### src/rtl/test_pkg.sv
// rtl/test_pkg.sv - shared encodings and constants for the voting-machine controller
package test_pkg;

    // Controller state encodings; codes 5-15 are illegal and recover to IDLE.
    localparam logic [3:0] ST_IDLE      = 4'd0;
    localparam logic [3:0] ST_WAIT_D1   = 4'd1;
    localparam logic [3:0] ST_WAIT_D2   = 4'd2;
    localparam logic [3:0] ST_WAIT_CONF = 4'd3;
    localparam logic [3:0] ST_FINISHED  = 4'd4;

    // Result of the last confirmation.
    localparam logic [1:0] VS_NONE = 2'b00;
    localparam logic [1:0] VS_C1   = 2'b01;
    localparam logic [1:0] VS_C2   = 2'b10;
    localparam logic [1:0] VS_NULL = 2'b11;

    // Candidate A is "13", candidate B is "22".
    localparam logic [3:0] CAND_A_D1 = 4'd1;
    localparam logic [3:0] CAND_A_D2 = 4'd3;
    localparam logic [3:0] CAND_B_D1 = 4'd2;
    localparam logic [3:0] CAND_B_D2 = 4'd2;

    // Display code for an empty digit position.
    localparam logic [3:0] BLANK = 4'hF;

    localparam int               CNT_W   = 8;
    localparam logic [CNT_W-1:0] CNT_MAX = {CNT_W{1'b1}};

    // Saturating increment: a counter at full scale stays there.
    function automatic logic [CNT_W-1:0] sat_inc(input logic [CNT_W-1:0] c);
        return (c == CNT_MAX) ? c : c + 1'b1;
    endfunction

endpackage

### src/rtl/test_vote_decoder.sv
// rtl/test_vote_decoder.sv - maps the two entered digits and swap to a vote_status code
module test_vote_decoder
    import test_pkg::*;
(
    input  logic [3:0] digit1,
    input  logic [3:0] digit2,
    input  logic       swap,
    output logic [1:0] vote_status
);

    logic is_a;
    logic is_b;

    assign is_a = (digit1 == CAND_A_D1) && (digit2 == CAND_A_D2);
    assign is_b = (digit1 == CAND_B_D1) && (digit2 == CAND_B_D2);

    // Anything that is not exactly a candidate number (including digits >9) is a null vote.
    always_comb begin
        vote_status = VS_NULL;
        if (is_a) begin
            vote_status = swap ? VS_C2 : VS_C1;
        end else if (is_b) begin
            vote_status = swap ? VS_C1 : VS_C2;
        end
    end

endmodule

### src/rtl/test.sv
// rtl/test.sv - voting-machine controller top; URNA_SWAP_EN enables the swap input
module test
    import test_pkg::*;
(
    input  logic             clock,
    input  logic             reset_n,
    input  logic [3:0]       digit,
    input  logic             valid,
    input  logic             start,
    input  logic             finish,
    input  logic             swap,
    output logic [3:0]       digit1,
    output logic [3:0]       digit2,
    output logic [1:0]       vote_status,
    output logic [3:0]       state,
    output logic [CNT_W-1:0] C1,
    output logic [CNT_W-1:0] C2,
    output logic [CNT_W-1:0] Nulo
);

    logic [3:0]       state_q, state_d;
    logic             valid_q;
    logic [3:0]       digit1_q, digit1_d;
    logic [3:0]       digit2_q, digit2_d;
    logic [1:0]       status_q, status_d;
    logic [CNT_W-1:0] c1_q, c1_d;
    logic [CNT_W-1:0] c2_q, c2_d;
    logic [CNT_W-1:0] nulo_q, nulo_d;
    logic             accept;
    logic             swap_eff;
    logic [1:0]       dec_status;

    // A keypress counts once: valid high now, low at the previous edge.
    assign accept = valid & ~valid_q;

`ifdef URNA_SWAP_EN
    assign swap_eff = swap;
`else
    // The port stays for pin compatibility but the mapping is fixed.
    assign swap_eff = swap & 1'b0;
`endif

    test_vote_decoder u_vote_decoder (
        .digit1      (digit1_q),
        .digit2      (digit2_q),
        .swap        (swap_eff),
        .vote_status (dec_status)
    );

    // State register and valid edge-detect history.
    always_ff @(posedge clock or negedge reset_n) begin
        if (!reset_n) begin
            state_q <= ST_IDLE;
            valid_q <= 1'b0;
        end else begin
            state_q <= state_d;
            valid_q <= valid;
        end
    end

    // Next-state logic; finish takes priority over a keypress while voting.
    always_comb begin
        state_d = state_q;
        case (state_q)
            ST_IDLE, ST_FINISHED: if (accept && start) state_d = ST_WAIT_D1;
            ST_WAIT_D1:   if (finish) state_d = ST_FINISHED; else if (accept) state_d = ST_WAIT_D2;
            ST_WAIT_D2:   if (finish) state_d = ST_FINISHED; else if (accept) state_d = ST_WAIT_CONF;
            ST_WAIT_CONF: if (finish) state_d = ST_FINISHED; else if (accept) state_d = ST_WAIT_D1;
            default:      state_d = ST_IDLE;
        endcase
    end

    // Datapath next values: digit capture, vote counting and election clear.
    always_comb begin
        digit1_d = digit1_q;
        digit2_d = digit2_q;
        status_d = status_q;
        c1_d     = c1_q;
        c2_d     = c2_q;
        nulo_d   = nulo_q;
        case (state_q)
            ST_IDLE, ST_FINISHED: begin
                if (accept && start) begin
                    digit1_d = BLANK;
                    digit2_d = BLANK;
                    status_d = VS_NONE;
                    c1_d     = '0;
                    c2_d     = '0;
                    nulo_d   = '0;
                end
            end
            ST_WAIT_D1: begin
                if (finish) begin
                    digit1_d = BLANK;
                    digit2_d = BLANK;
                end else if (accept) begin
                    digit1_d = digit;
                    digit2_d = BLANK;
                    status_d = VS_NONE;
                end
            end
            ST_WAIT_D2: begin
                if (finish) begin
                    digit1_d = BLANK;
                    digit2_d = BLANK;
                end else if (accept) begin
                    digit2_d = digit;
                end
            end
            ST_WAIT_CONF: begin
                digit1_d = BLANK;
                digit2_d = BLANK;
                if (finish) begin
                    digit1_d = BLANK;
                end else if (accept) begin
                    status_d = dec_status;
                    case (dec_status)
                        VS_C1:   c1_d   = sat_inc(c1_q);
                        VS_C2:   c2_d   = sat_inc(c2_q);
                        default: nulo_d = sat_inc(nulo_q);
                    endcase
                end else begin
                    digit1_d = digit1_q;
                    digit2_d = digit2_q;
                end
            end
            default: ;
        endcase
    end

    // Datapath registers.
    always_ff @(posedge clock or negedge reset_n) begin
        if (!reset_n) begin
            digit1_q <= BLANK;
            digit2_q <= BLANK;
            status_q <= VS_NONE;
            c1_q     <= '0;
            c2_q     <= '0;
            nulo_q   <= '0;
        end else begin
            digit1_q <= digit1_d;
            digit2_q <= digit2_d;
            status_q <= status_d;
            c1_q     <= c1_d;
            c2_q     <= c2_d;
            nulo_q   <= nulo_d;
        end
    end

    // Outputs are driven straight from registers.
    always_comb begin
        state       = state_q;
        digit1      = digit1_q;
        digit2      = digit2_q;
        vote_status = status_q;
        C1          = c1_q;
        C2          = c2_q;
        Nulo        = nulo_q;
    end

endmodule

### config.mk
export PLATFORM = sky130hd
export DESIGN_NAME = test
export DESIGN_NICKNAME = d
export VERILOG_FILES = /design/src/rtl/test_pkg.sv /design/src/rtl/test_vote_decoder.sv /design/src/rtl/test.sv
export SDC_FILE = /design/constraint.sdc
export NUM_CORES = 1
export LEC_CHECK = 0
export CORE_ASPECT_RATIO = 0.8
export CORE_MARGIN = 2
export CORE_UTILIZATION = 37
export DETAILED_ROUTE_END_ITERATION = 6
export SLEW_MARGIN = 20
export SYNTH_ARGS = -nofsm -noshare
export SYNTH_HDL_FRONTEND = slang
export SYNTH_SLANG_ARGS = --single-unit
### constraint.sdc
create_clock -name clock -period 2 [get_ports clock]
set_input_delay 0.2 -clock clock [delete_from_list [all_inputs] [get_ports clock]]
set_output_delay 0.2 -clock clock [all_outputs]
set_load 0.1 [all_outputs]
# Word level (Yosys, flattened, before mapping)
# Index checks and enable logic that the tools add are counted.
[word_totals]
register_bits = 39
out_inout_bits = 38
[op_classes]
addsub = 3
reduce_logical = 18
muxes = 40
n_bitwise = 2
n_eq_ne = 29
[ops]
columns = ["cell", "n"]
rows = [
  ["8-bit 2-to-1 mux", 13],
  ["4-bit 2-to-1 mux", 13],
  ["8-bit case mux with 2 select lines", 3],
  ["4-bit case mux with 4 select lines", 2],
  ["8-bit by 1-bit adder with 8-bit output, second input constant", 3],
  ["8-bit == test, second input constant", 3],
  ["6-bit AND reduction", 4],
  ["4-bit by 2-bit == test with 1-bit output, second input constant", 5],
  ["2-bit inequality test, second input constant", 10],
  ["2-bit 2-to-1 mux", 6],
  ["4-bit case mux with 3 select lines", 1],
  ["3-bit inequality test, second input constant", 3],
  ["4-bit by 1-bit == test with 1-bit output, second input constant", 2],
  ["4-bit AND reduction", 2],
  ["2-bit case mux with 3 select lines", 1],
  ["3-bit nonzero test", 2],
  ["2-bit OR reduction", 3],
  ["5-bit AND reduction", 1],
  ["4-bit by 3-bit == test with 1-bit output, second input constant", 1],
  ["4-bit logical NOT", 1],
  ["2-bit by 1-bit inequality test with 1-bit output, second input constant", 2],
  ["4-bit nonzero test", 1],
  ["1-bit logical AND", 3],
  ["3-bit by 1-bit inequality test with 1-bit output, second input constant", 1],
  ["6 further kinds", 6],
]

# Logic depth before layout (Yosys ltp)
# Gate-level depths: netlist of run 1.
[logic_depth]
word_depth = 10
mapped_depth = 7
ltp_nobuf = 5

# Hierarchy
# Synthesis of run 1 repeated with hierarchy kept, for this count alone.
[hier_totals]
cells_unflattened = 223
hier_area_um2 = 2210.9
[modules_own_cells]
columns = ["module", "area_each_um2", "seq_area_each_um2", "n_inst", "cells_each"]
rows = [
  ["test", 2119.5, 960.9, 1, 215],
  ["test_vote_decoder", 91.3, 0.0, 1, 8],
]

# Worst setup path before layout of run 1
# No wires, ideal clock.
[synth_path]
path_type = "register -> register"
start = "reg state_q[2], in the netlist state[2]"
end = "reg c1_q[0], in the netlist C1[0]"
arrival_time_ns = 2.327
required_ns = 1.875
path_stages_with_launch = 6
path_slack_ns = -0.452
setup_ns = 0.125
path_buffers = 1
synth_period_minus_slack_ns = 2.452
cell_sequence = "dfrtp_1 -> buf_2 -> and4bb_2 -> o21ai_1 -> nor4_2 -> mux2_2"
[synth_via]
elab_chain_len = 4
elab_cells_between_ends = 12
cone_classes = "eq/ne (7); mux (1); reduce/logical (4)"
[synth_lines]
columns = ["element", "line_no", "source"]
rows = [
  ["start, declared", "test.sv:21", "logic [3:0] state_q, state_d;"],
  ["start signal, assigned", "test.sv:56", "state_q <= state_d;"],
  ["4-bit by 3-bit == test with 1-bit output or 4-bit logical NOT (tied branches)", "test.sv:81", "case (state_q)"],
  ["2-bit OR reduction", "test.sv:81", ""],
  ["2-bit inequality test (no line) or 2-bit nonzero test (tied branches)", "-", ""],
  ["6-bit AND reduction (no line)", "-", ""],
  ["end signal, assigned", "test.sv:137", "c1_q <= '0;"],
  ["end signal, assigned", "test.sv:144", "c1_q <= c1_d;"],
  ["end, declared", "test.sv:26", "logic [CNT_W-1:0] c1_q, c1_d;"],
]
# Several ways; a longest one is shown, not always the timed one.
# A chain may end at the register's enable or synchronous reset.

# Worst setup path after layout of run 1
[layout_path]
start = "reg digit2_q[1], in the netlist digit2[1]"
end = "reg nulo_q[1], in the netlist Nulo[1]"
[layout_via]
elab_chain_len = 8
elab_cells_between_ends = 11
cone_classes = "eq/ne (5); mux (2); reduce/logical (4)"
[layout_lines]
columns = ["element", "line_no", "source"]
rows = [
  ["start, declared", "test.sv:24", "logic [3:0] digit2_q, digit2_d;"],
  ["start signal, assigned", "test.sv:142", "digit2_q <= digit2_d;"],
  ["4-bit by 2-bit == test with 1-bit output", "test_vote_decoder.sv:15", "assign is_b = (digit1 == CAND_B_D1) && (digit2 == CAND_B_D2);"],
  ["1-bit logical AND", "test_vote_decoder.sv:15", ""],
  ["1-bit 2-to-1 mux", "test_vote_decoder.sv:22", "end else if (is_b) begin"],
  ["2-bit 2-to-1 mux (*)", "test_vote_decoder.sv:20", "if (is_a) begin"],
  ["2-bit == test or 2-bit by 1-bit == test with 1-bit output (tied branches)", "test.sv:117", "case (dec_status)"],
  ["2-bit OR reduction (no line) (*)", "-", ""],
  ["2-bit inequality test (no line) (*)", "-", ""],
  ["6-bit AND reduction (no line) (*)", "-", ""],
  ["end signal, assigned", "test.sv:146", "nulo_q <= nulo_d;"],
  ["end, declared", "test.sv:28", "logic [CNT_W-1:0] nulo_q, nulo_d;"],
]
# Mark *: on every way between the ends. The rest lies on a longest branch, timed or not.

==> results_tabular.tex, run 1 <==
\begin{tabular}{lr}
\hline
Metric & Value \\
\hline
\multicolumn{2}{l}{\textbf{Outcome}} \\
\quad Status & finished with violations \\
\quad Violations in the final reports & negative hold slack, negative setup slack \\
\multicolumn{2}{l}{\textbf{Synthesis}} \\
\quad Arithmetic-cell share of the synthesized area counting full adders, half adders and majority gates & 0.01695 \\
\quad Post-synthesis instance area & 0.002215 mm\^{}2 \\
\quad Share of async-settable or async-resettable flops after synthesis & 1.000 \\
\quad Number of flip-flops and latches in the synthesized netlist & 38 \\
\quad Library cells used by synthesis & 54 \\
\quad Register area share after synthesis & 0.4339 \\
\quad Net count after synthesis & 244 \\
\quad Synthesis Warnings & 0 \\
\quad Mux cell area share after synthesis & 0.07853 \\
\quad Most common flop cell mapped by yosys & sky130\_fd\_sc\_hd\_\_dfrtp\_1 \\
\quad Simple-gate share of the synthesized area & 0.2401 \\
\quad Synthesized-area fraction occupied by xor and xnor cells & 0.003955 \\
\quad Number of flops mapped to enable cells by yosys & 0 \\
\quad Post-synthesis compound-gate area fraction & 0.1853 \\
\quad Average cell area after synthesis & 9.587 um\^{}2 \\
\quad Dominant combinational cell family by area after synthesis & simple AND/OR/NAND/NOR gates \\
\quad Cell count after synthesis & 231 \\
\multicolumn{2}{l}{\textbf{Floorplanning}} \\
\quad Horizontal extent of the die & 90.50 um \\
\quad Area of the die & 0.006624 mm\^{}2 \\
\quad Vertical extent of the die & 73.20 um \\
\quad Effective utilization at floorplan & 0.3786 \\
\quad Total I/O pin count & 48 \\
\quad Standard-cell row count & 25 \\
\quad Core footprint & 0.005849 mm\^{}2 \\
\multicolumn{2}{l}{\textbf{Worst setup path}} \\
\quad Cell depth of the worst setup path & 5 \\
\quad Critical path capture point & Nulo[1] \\
\quad Type of element capturing the critical path & flip-flop \\
\quad CP required & 2.18 ns \\
\quad Launch point of the worst path & digit2[1] \\
\quad Maximum fanout encountered on the critical timing path & 5 \\
\quad Critical path buffer and inverter count & 1 \\
\quad Data arrival time of the critical path & 2.26 ns \\
\quad FF-to-FF End & Nulo[1] \\
\quad Slack of the worst reg-to-reg path & -0.08 ns \\
\quad Cell class contributing the biggest share of worst-path delay & flip-flops \\
\quad Category of the worst setup path launch point & flip-flop \\
\quad Crit path cell chain & or4b\_4 -> buf\_4 -> a211oi\_4 -> nor3\_2 -> a221o\_1 \\
\quad CP max stage delay & 0.61 ns \\
\quad CP Class & reg -> reg \\
\quad Slowest cell on the critical path & sky130\_fd\_sc\_hd\_\_dfstp\_4 \\
\quad Cells on worst reg2reg path & 5 \\
\quad Reg-to-reg critical path startpoint & digit2[1] \\
\multicolumn{2}{l}{\textbf{Route}} \\
\quad Iteration count of the initial detailed-routing pass & 4 \\
\quad Met1 WL & 2.784 mm \\
\quad Number of design-rule violations left by the first detailed-router iteration & 77 \\
\quad Per-cell via count in the routed design & 5.519 \\
\quad Uppermost layer routed & met4 \\
\quad Detailed route wirelength on metal2 & 2.587 mm \\
\quad Via count & 2086 \\
\quad Detailed Route WL & 5.678 mm \\
\quad Routed wl met3 & 243 um \\
\quad DRC Markers & 0 \\
\quad Average routed wire per standard cell & 15.02 um \\
\quad Antenna violation net count after detailed routing & 0 \\
\multicolumn{2}{l}{\textbf{Clock tree}} \\
\quad Worst-skew pair later-pin latency & 0.29 ns \\
\quad Number of sinks handled by clock tree synthesis & 38 \\
\quad Clock buffers created by TritonCTS & 5 \\
\quad Clock root cell & sky130\_fd\_sc\_hd\_\_clkbuf\_8 \\
\quad CTS H-Tree Depth & 2 \\
\quad \# hold bufs at CTS & 0 \\
\quad CTS tree & yes \\
\quad Clock edge transition at the registers on the reported setup and hold paths & 0.08 ns \\
\quad Buffers from clock root to sink, at most & 2 \\
\multicolumn{2}{l}{\textbf{Power and ir drop}} \\
\quad Leakage Power & 1.389 nW \\
\quad Maximum vdd drop & 0.0003306 V \\
\quad Total power & 1.702 mW \\
\quad Power per Cell Area & 562.8 mW/mm\^{}2 \\
\multicolumn{2}{l}{\textbf{Timing}} \\
\quad Slew at the pin closest to its max-slew limit & 0.8233 ns \\
\quad Final count of pins violating max slew & 0 \\
\quad RSZ-0062 raised after global routing & true \\
\quad Worst clock skew & 0.01047 ns \\
\quad Max transition margin & 0.4511 \\
\quad FMAX & 481.2 MHz \\
\quad Post-route minimum period & 2.078 ns \\
\quad Post-route worst setup slack & -0.07805 ns \\
\quad Number of failing setup endpoints in the final timing report & 11 \\
\quad Hold WS & -0.01691 ns \\
\quad Final-report hold violation count & 9 \\
\quad Period Utilization, post-route & 1.039 \\
\multicolumn{2}{l}{\textbf{GRT}} \\
\quad Antenna violations before repair & 0 \\
\quad Largest net degree at the start of global routing & 37 \\
\quad Via count of the first global-routing pass & 1950 \\
\quad Global Route Usage Sum & 0.1770 \\
\quad Total gr overflow & 0 \\
\quad Global-route wire length before repair & 9.377 mm \\
\multicolumn{2}{l}{\textbf{Placement}} \\
\quad GPL Wtd Cong & 0.8107 \\
\quad IO Port Bufs & 45 \\
\quad Half-perimeter wire length of the detailed placement result & 3.904 mm \\
\quad Post-placement cell count & 366 \\
\multicolumn{2}{l}{\textbf{Cells and area}} \\
\quad Ant. Diodes & 0 \\
\quad Post-layout instance count excluding filler cells & 378 \\
\quad Synth-to-Final Area Change & 36.55\% \\
\quad Fraction of final layout cells sized beyond drive strength 1 & 0.3603 \\
\quad Nets@finish & 309 \\
\multicolumn{2}{l}{\textbf{Min path}} \\
\quad Class of the tightest hold or removal check & in -> async \\
\multicolumn{2}{l}{\textbf{Flow run}} \\
\quad Max-capacitance violation count & 0 \\
\hline
\end{tabular}
==> worst min-delay path by stage <==
stage,to,cells past startpoint,start
4_1_cts,Nulo[2],1,reset_n
3_5_place_dp,Nulo[2],1,reset_n
3_3_place_gp,Nulo[2],1,reset_n
6_report,Nulo[3],1,reset_n
2_1_floorplan,C1[0],0,reset_n
5_1_grt,Nulo[2],1,reset_n
==> where the power goes <==
group	total (mW)	switching (mW)	internal (mW)
Clock	0.561	0.282	0.279
Combinational	0.311	0.219	0.0913
Sequential	0.830	0.0360	0.794
==> sequential cells by signal (all words and copies together) (netlist names) <==
name,cells
C2,8
digit2,4
state,3
C1,8
digit1,4
valid_q,1
Nulo,8
vote_status,2
==> final cells by class <==
class / instances / area, um^2
repair buffers: 69 / 560.5
clock buffers: 7 / 86.33
flip-flops and latches: 38 / 975.9
clock inverters: 1 / 5.005
inverters: 10 / 37.54
multi-input cells: 172 / 1257
fillers: 545 / 2825
well taps: 81 / 101.3
==> cells in the mapped netlist, types with 2 or more instances <==
cell | number | share of area
sky130_fd_sc_hd__dfrtp_1 | 30 | 0.34
sky130_fd_sc_hd__nor2_1 | 20 | 0.034
sky130_fd_sc_hd__nand2_1 | 18 | 0.031
sky130_fd_sc_hd__mux2i_1 | 14 | 0.063
sky130_fd_sc_hd__a31oi_1 | 10 | 0.028
sky130_fd_sc_hd__inv_1 | 10 | 0.017
sky130_fd_sc_hd__nand3_1 | 9 | 0.020
sky130_fd_sc_hd__dfstp_2 | 8 | 0.095
sky130_fd_sc_hd__nand4_1 | 7 | 0.020
sky130_fd_sc_hd__clkbuf_1 | 6 | 0.010
sky130_fd_sc_hd__and2_1 | 5 | 0.014
sky130_fd_sc_hd__nand3b_1 | 5 | 0.017
sky130_fd_sc_hd__nor4_1 | 5 | 0.014
sky130_fd_sc_hd__o21ai_0 | 5 | 0.011
sky130_fd_sc_hd__o31ai_1 | 5 | 0.017
sky130_fd_sc_hd__a211o_1 | 4 | 0.016
sky130_fd_sc_hd__a21oi_1 | 4 | 0.0090
sky130_fd_sc_hd__buf_2 | 4 | 0.0090
sky130_fd_sc_hd__nor3_1 | 4 | 0.0090
sky130_fd_sc_hd__o211ai_1 | 4 | 0.014
sky130_fd_sc_hd__a22o_1 | 3 | 0.012
sky130_fd_sc_hd__and3_1 | 3 | 0.0085
sky130_fd_sc_hd__and4_1 | 3 | 0.012
sky130_fd_sc_hd__ha_1 | 3 | 0.017
sky130_fd_sc_hd__mux2_2 | 3 | 0.015
sky130_fd_sc_hd__a211oi_1 | 2 | 0.0068
sky130_fd_sc_hd__a21o_1 | 2 | 0.0068
sky130_fd_sc_hd__a2bb2oi_1 | 2 | 0.0079
sky130_fd_sc_hd__a31o_2 | 2 | 0.0079
sky130_fd_sc_hd__a41oi_1 | 2 | 0.0079
sky130_fd_sc_hd__nand2b_1 | 2 | 0.0056
sky130_fd_sc_hd__nor2b_1 | 2 | 0.0056
sky130_fd_sc_hd__nor3b_1 | 2 | 0.0068
sky130_fd_sc_hd__nor4_2 | 2 | 0.011
sky130_fd_sc_hd__o21a_1 | 2 | 0.0068
==> worst register-to-register path, cell delays in order, from the launching register on <==
cell and delay (ns):
sky130_fd_sc_hd__dfstp_4 0.61, sky130_fd_sc_hd__or4b_4 0.51, sky130_fd_sc_hd__buf_4 0.17, sky130_fd_sc_hd__a211oi_4 0.29
sky130_fd_sc_hd__nor3_2 0.09, sky130_fd_sc_hd__a221o_1 0.30
==> cell usage in the layout, fill, tap and decap left out, drive strengths merged, types with 5 or more instances in the layout <==
cell type | Yosys | routed
o21ai | 6 | 6
nand3 | 9 | 9
nand2 | 18 | 18
mux2i | 14 | 14
clkdlybuf4s50 | 0 | 7
buf | 5 | 62
clkbuf | 6 | 7
nand4 | 7 | 7
o31ai | 6 | 6
nand3b | 5 | 5
and2 | 6 | 6
inv | 10 | 10
nor2 | 20 | 20
dfstp | 8 | 8
dfrtp | 30 | 30
a31oi | 10 | 10
nor4 | 7 | 7
==> kinds of logic after synthesis <==
family	after synthesis
simple gates	95
fa+ha+maj	3
buf+inv	21
other cells	1
mux	17
compound gates	55
xor+xnor	1
flops	38
==> routing by layer <==
metal	vias up	track usage
met5	-	0
met4	0	0.05641
met3	7	0.03512
met2	48	0.2761
met1	1032	0.2495
li1	999	-
==> through the flow <==
step	worst slack [ns]	cell area [um^2]	TNS, ns	hold WS [ns]	utilization
final	-0.07805	3024	-0.4245	-0.01691	0.5170
after global routing	-0.1730	3024	-2.011	0.05995	0.5170
after CTS	-0.04884	2962	-0.05122	0.02812	0.5063
after detailed placement	-0.09795	2849	-0.6365	0.3506	0.4871
after global placement	-0.08525	2849	-0.4775	0.3380	0.4871
after floorplan	-0.3060	2297	-4.729	-0.09559	-
==> what timing repair did <==
action / CTS / global route
cloned: 0 / 1
gates resized for setup: 4 / 9
buffers inserted: 1 / 2
setup endpoints to repair: 15 / 24
pin swaps: 0 / 1
Power figures use the tool's default switching activity.
==> run 2: changes to the inputs <==
CORE_MARGIN = 1.5   (was 2)
==> results_tabular.tex, run 2 (synthesis results as in run 1) <==
\begin{tabular}{lr}
\hline
Metric & Value \\
\hline
\multicolumn{2}{l}{\textbf{Clock tree}} \\
\quad Clock edge transition at the registers on the reported setup and hold paths & 0.08 ns \\
\quad Clock buffers created by TritonCTS & 5 \\
\quad CTS H-Tree Depth & 2 \\
\quad Number of sinks handled by clock tree synthesis & 38 \\
\quad Clock root cell & sky130\_fd\_sc\_hd\_\_clkbuf\_8 \\
\quad Worst-skew pair later-pin latency & 0.29 ns \\
\quad Buffers from clock root to sink, at most & 2 \\
\quad CTS tree & yes \\
\multicolumn{2}{l}{\textbf{Floorplanning}} \\
\quad Core footprint & 0.005615 mm\^{}2 \\
\quad Vertical extent of the die & 72.20 um \\
\quad Standard-cell row count & 24 \\
\quad Horizontal extent of the die & 89.50 um \\
\quad Total I/O pin count & 48 \\
\quad Effective utilization at floorplan & 0.3944 \\
\quad Area of the die & 0.006462 mm\^{}2 \\
\multicolumn{2}{l}{\textbf{GRT}} \\
\quad Via count of the first global-routing pass & 1938 \\
\quad Global-route wire length before repair & 9.218 mm \\
\quad Largest net degree at the start of global routing & 21 \\
\quad Antenna violations before repair & 0 \\
\quad Global Route Usage Sum & 0.1843 \\
\quad Total gr overflow & 0 \\
\multicolumn{2}{l}{\textbf{Flow run}} \\
\quad Max-capacitance violation count & 0 \\
\multicolumn{2}{l}{\textbf{Cells and area}} \\
\quad Ant. Diodes & 0 \\
\quad Commonest cells after routing, fill and taps aside & sky130\_fd\_sc\_hd\_\_buf\_4 (63), sky130\_fd\_sc\_hd\_\_dfrtp\_1 (24), sky130\_fd\_sc\_hd\_\_nor2\_1 (19) \\
\quad Commonest non-fill, non-tap cell in the layout & sky130\_fd\_sc\_hd\_\_buf\_4 \\
\quad Synth-to-Final Area Change & 44.58\% \\
\quad Nets@finish & 321 \\
\quad Fraction of final layout cells sized beyond drive strength 1 & 0.3916 \\
\multicolumn{2}{l}{\textbf{Timing}} \\
\quad RSZ-0062 raised after global routing & true \\
\quad Max transition margin & 0.5792 \\
\quad Number of failing setup endpoints in the final timing report & 11 \\
\quad Post-route minimum period & 2.078 ns \\
\quad Slew at the pin closest to its max-slew limit & 0.6299 ns \\
\quad Worst clock skew & 0.008190 ns \\
\quad Post-route worst setup slack & -0.07834 ns \\
\quad Period Utilization, post-route & 1.039 \\
\quad Final count of pins violating max slew & 0 \\
\quad FMAX & 481.2 MHz \\
\quad Final-report hold violation count & 0 \\
\multicolumn{2}{l}{\textbf{Min path}} \\
\quad Worst-case hold path end point & valid\_q \\
\quad Worst hold path depth & 1 \\
\quad Class of the tightest hold or removal check & in -> reg \\
\quad HP Start & valid \\
\multicolumn{2}{l}{\textbf{Route}} \\
\quad Via count & 2086 \\
\quad DRC Markers & 0 \\
\quad Average routed wire per standard cell & 14.96 um \\
\quad Antenna violation net count after detailed routing & 0 \\
\quad Number of design-rule violations left by the first detailed-router iteration & 68 \\
\quad Per-cell via count in the routed design & 5.390 \\
\quad Iteration count of the initial detailed-routing pass & 4 \\
\quad Detailed Route WL & 5.790 mm \\
\multicolumn{2}{l}{\textbf{Worst setup path}} \\
\quad Cells on worst reg2reg path & 4 \\
\quad Category of the worst setup path launch point & flip-flop \\
\quad Data arrival time of the critical path & 2.25 ns \\
\quad CP required & 2.18 ns \\
\quad Maximum fanout encountered on the critical timing path & 5 \\
\quad Critical path buffer and inverter count & 0 \\
\quad CP Class & reg -> reg \\
\quad Reg-to-reg critical path startpoint & digit2[1] \\
\quad CP max stage delay & 0.62 ns \\
\quad Type of element capturing the critical path & flip-flop \\
\quad Slack of the worst reg-to-reg path & -0.08 ns \\
\quad Crit path cell chain & or4b\_4 -> o31a\_1 -> a211o\_1 -> mux2\_4 \\
\quad FF-to-FF End & C1[0] \\
\quad Cell class contributing the biggest share of worst-path delay & flip-flops \\
\quad Slowest cell on the critical path & sky130\_fd\_sc\_hd\_\_dfstp\_4 \\
\multicolumn{2}{l}{\textbf{Power and ir drop}} \\
\quad Leakage Power & 1.453 nW \\
\quad Power per Cell Area & 579.4 mW/mm\^{}2 \\
\quad Total power & 1.855 mW \\
\quad Maximum vdd drop & 0.0003392 V \\
\multicolumn{2}{l}{\textbf{Outcome}} \\
\quad Status & finished with violations \\
\quad Violations in the final reports & negative setup slack \\
\multicolumn{2}{l}{\textbf{Placement}} \\
\quad Half-perimeter wire length of the detailed placement result & 4.142 mm \\
\quad GPL Wtd Cong & 0.8348 \\
\quad Post-placement setup slack & -0.1099 ns \\
\quad IO Port Bufs & 45 \\
\hline
\end{tabular}
[run 2: cell types whose count changed in the layout (fill, tap and decap cells not counted), sizes merged]
cell,before,now
buf,62,73
clkinv,1,0
dlygate4sd3,0,1
bufinv,0,1
[run 2: final cells by class]
| cell class | instances | area, um^2 |
|---|---|---|
| Sequential cell | 38 | 975.9 |
| Timing Repair Buffer | 81 | 668.1 |
| Fill cell | 502 | 2414 |
| Clock inverter | 1 | 30.03 |
| Inverter | 10 | 37.54 |
| Clock buffer | 7 | 86.33 |
| Multi-Input combinational cell | 172 | 1306 |
| Tap cell | 78 | 97.59 |
[run 2: layer usage]
| layer | GRT usage | wire [um] | part of all wire |
|---|---|---|---|
| met2 | 0.2807 | 2608 | 0.45 |
| met5 | 0 | 0 | 0 |
| met1 | 0.2691 | 2902 | 0.50 |
| met4 | 0.04615 | 59 | 0.010 |
| met3 | 0.03527 | 221 | 0.038 |
[run 2: through the flow]
| stage | instance area [um^2] | TNS (ns) | utilization | cells | hold WS (ns) |
|---|---|---|---|---|---|
| after floorplan | 2297 | -4.729 | - | 231 | -0.09559 |
| after global placement | 2913 | -0.3586 | 0.5187 | 372 | 0.1845 |
| after detailed placement | 2913 | -0.6394 | 0.5187 | 372 | 0.1844 |
| after CTS | 3089 | -0.5115 | 0.5501 | 384 | 0.3460 |
| after global routing | 3202 | -1.422 | 0.5702 | 387 | 0.3531 |
| final | 3202 | -0.4040 | 0.5702 | 387 | 0.3590 |
[run 2: worst max-delay path by stage]
| stage | from | to | slack [ns] | cells after the start |
|---|---|---|---|---|
| floorplan | digit2[1] | C1[0] | -0.31 | 5 |
| global placement | digit1[1] | C2[2] | -0.08 | 5 |
| detailed placement | digit2[1] | C1[0] | -0.11 | 4 |
| CTS | digit2[1] | C1[0] | -0.1 | 4 |
| global route | digit2[1] | C1[0] | -0.12 | 5 |
| finish | digit2[1] | C1[0] | -0.08 | 4 |
[run 2: power by group]
group / switching [mW] / internal [mW]
Combinational: 0.237 / 0.109
Clock: 0.283 / 0.407
Sequential: 0.0245 / 0.794
Total: 0.545 / 1.31
[run 2: timing repair]
| action | 4_1_cts | 5_1_grt |
|---|---|---|
| gates resized for setup | 5 | 19 |
| endpoints found under the setup margin | 15 | 23 |
| pin swaps | 5 | 2 |
| hold buffers | 1 | 0 |
| buffers inserted | 3 | 4 |
| hold endpoints to repair | 18 | 0 |
[run 2: worst register-to-register path, delay by kind of cell, from the launching register on]
| kind | cells | cell delay (ns) |
|---|---|---|
| compound gates | 2 | 0.58 |
| mux | 1 | 0.27 |
| flops | 1 | 0.62 |
| simple gates | 1 | 0.50 |
==> run 3: changes to the inputs <==
CAP_MARGIN = 20   (was unset)
==> results of run 3 <==
Final layout, timing and power as in run 2 (identical DEF).
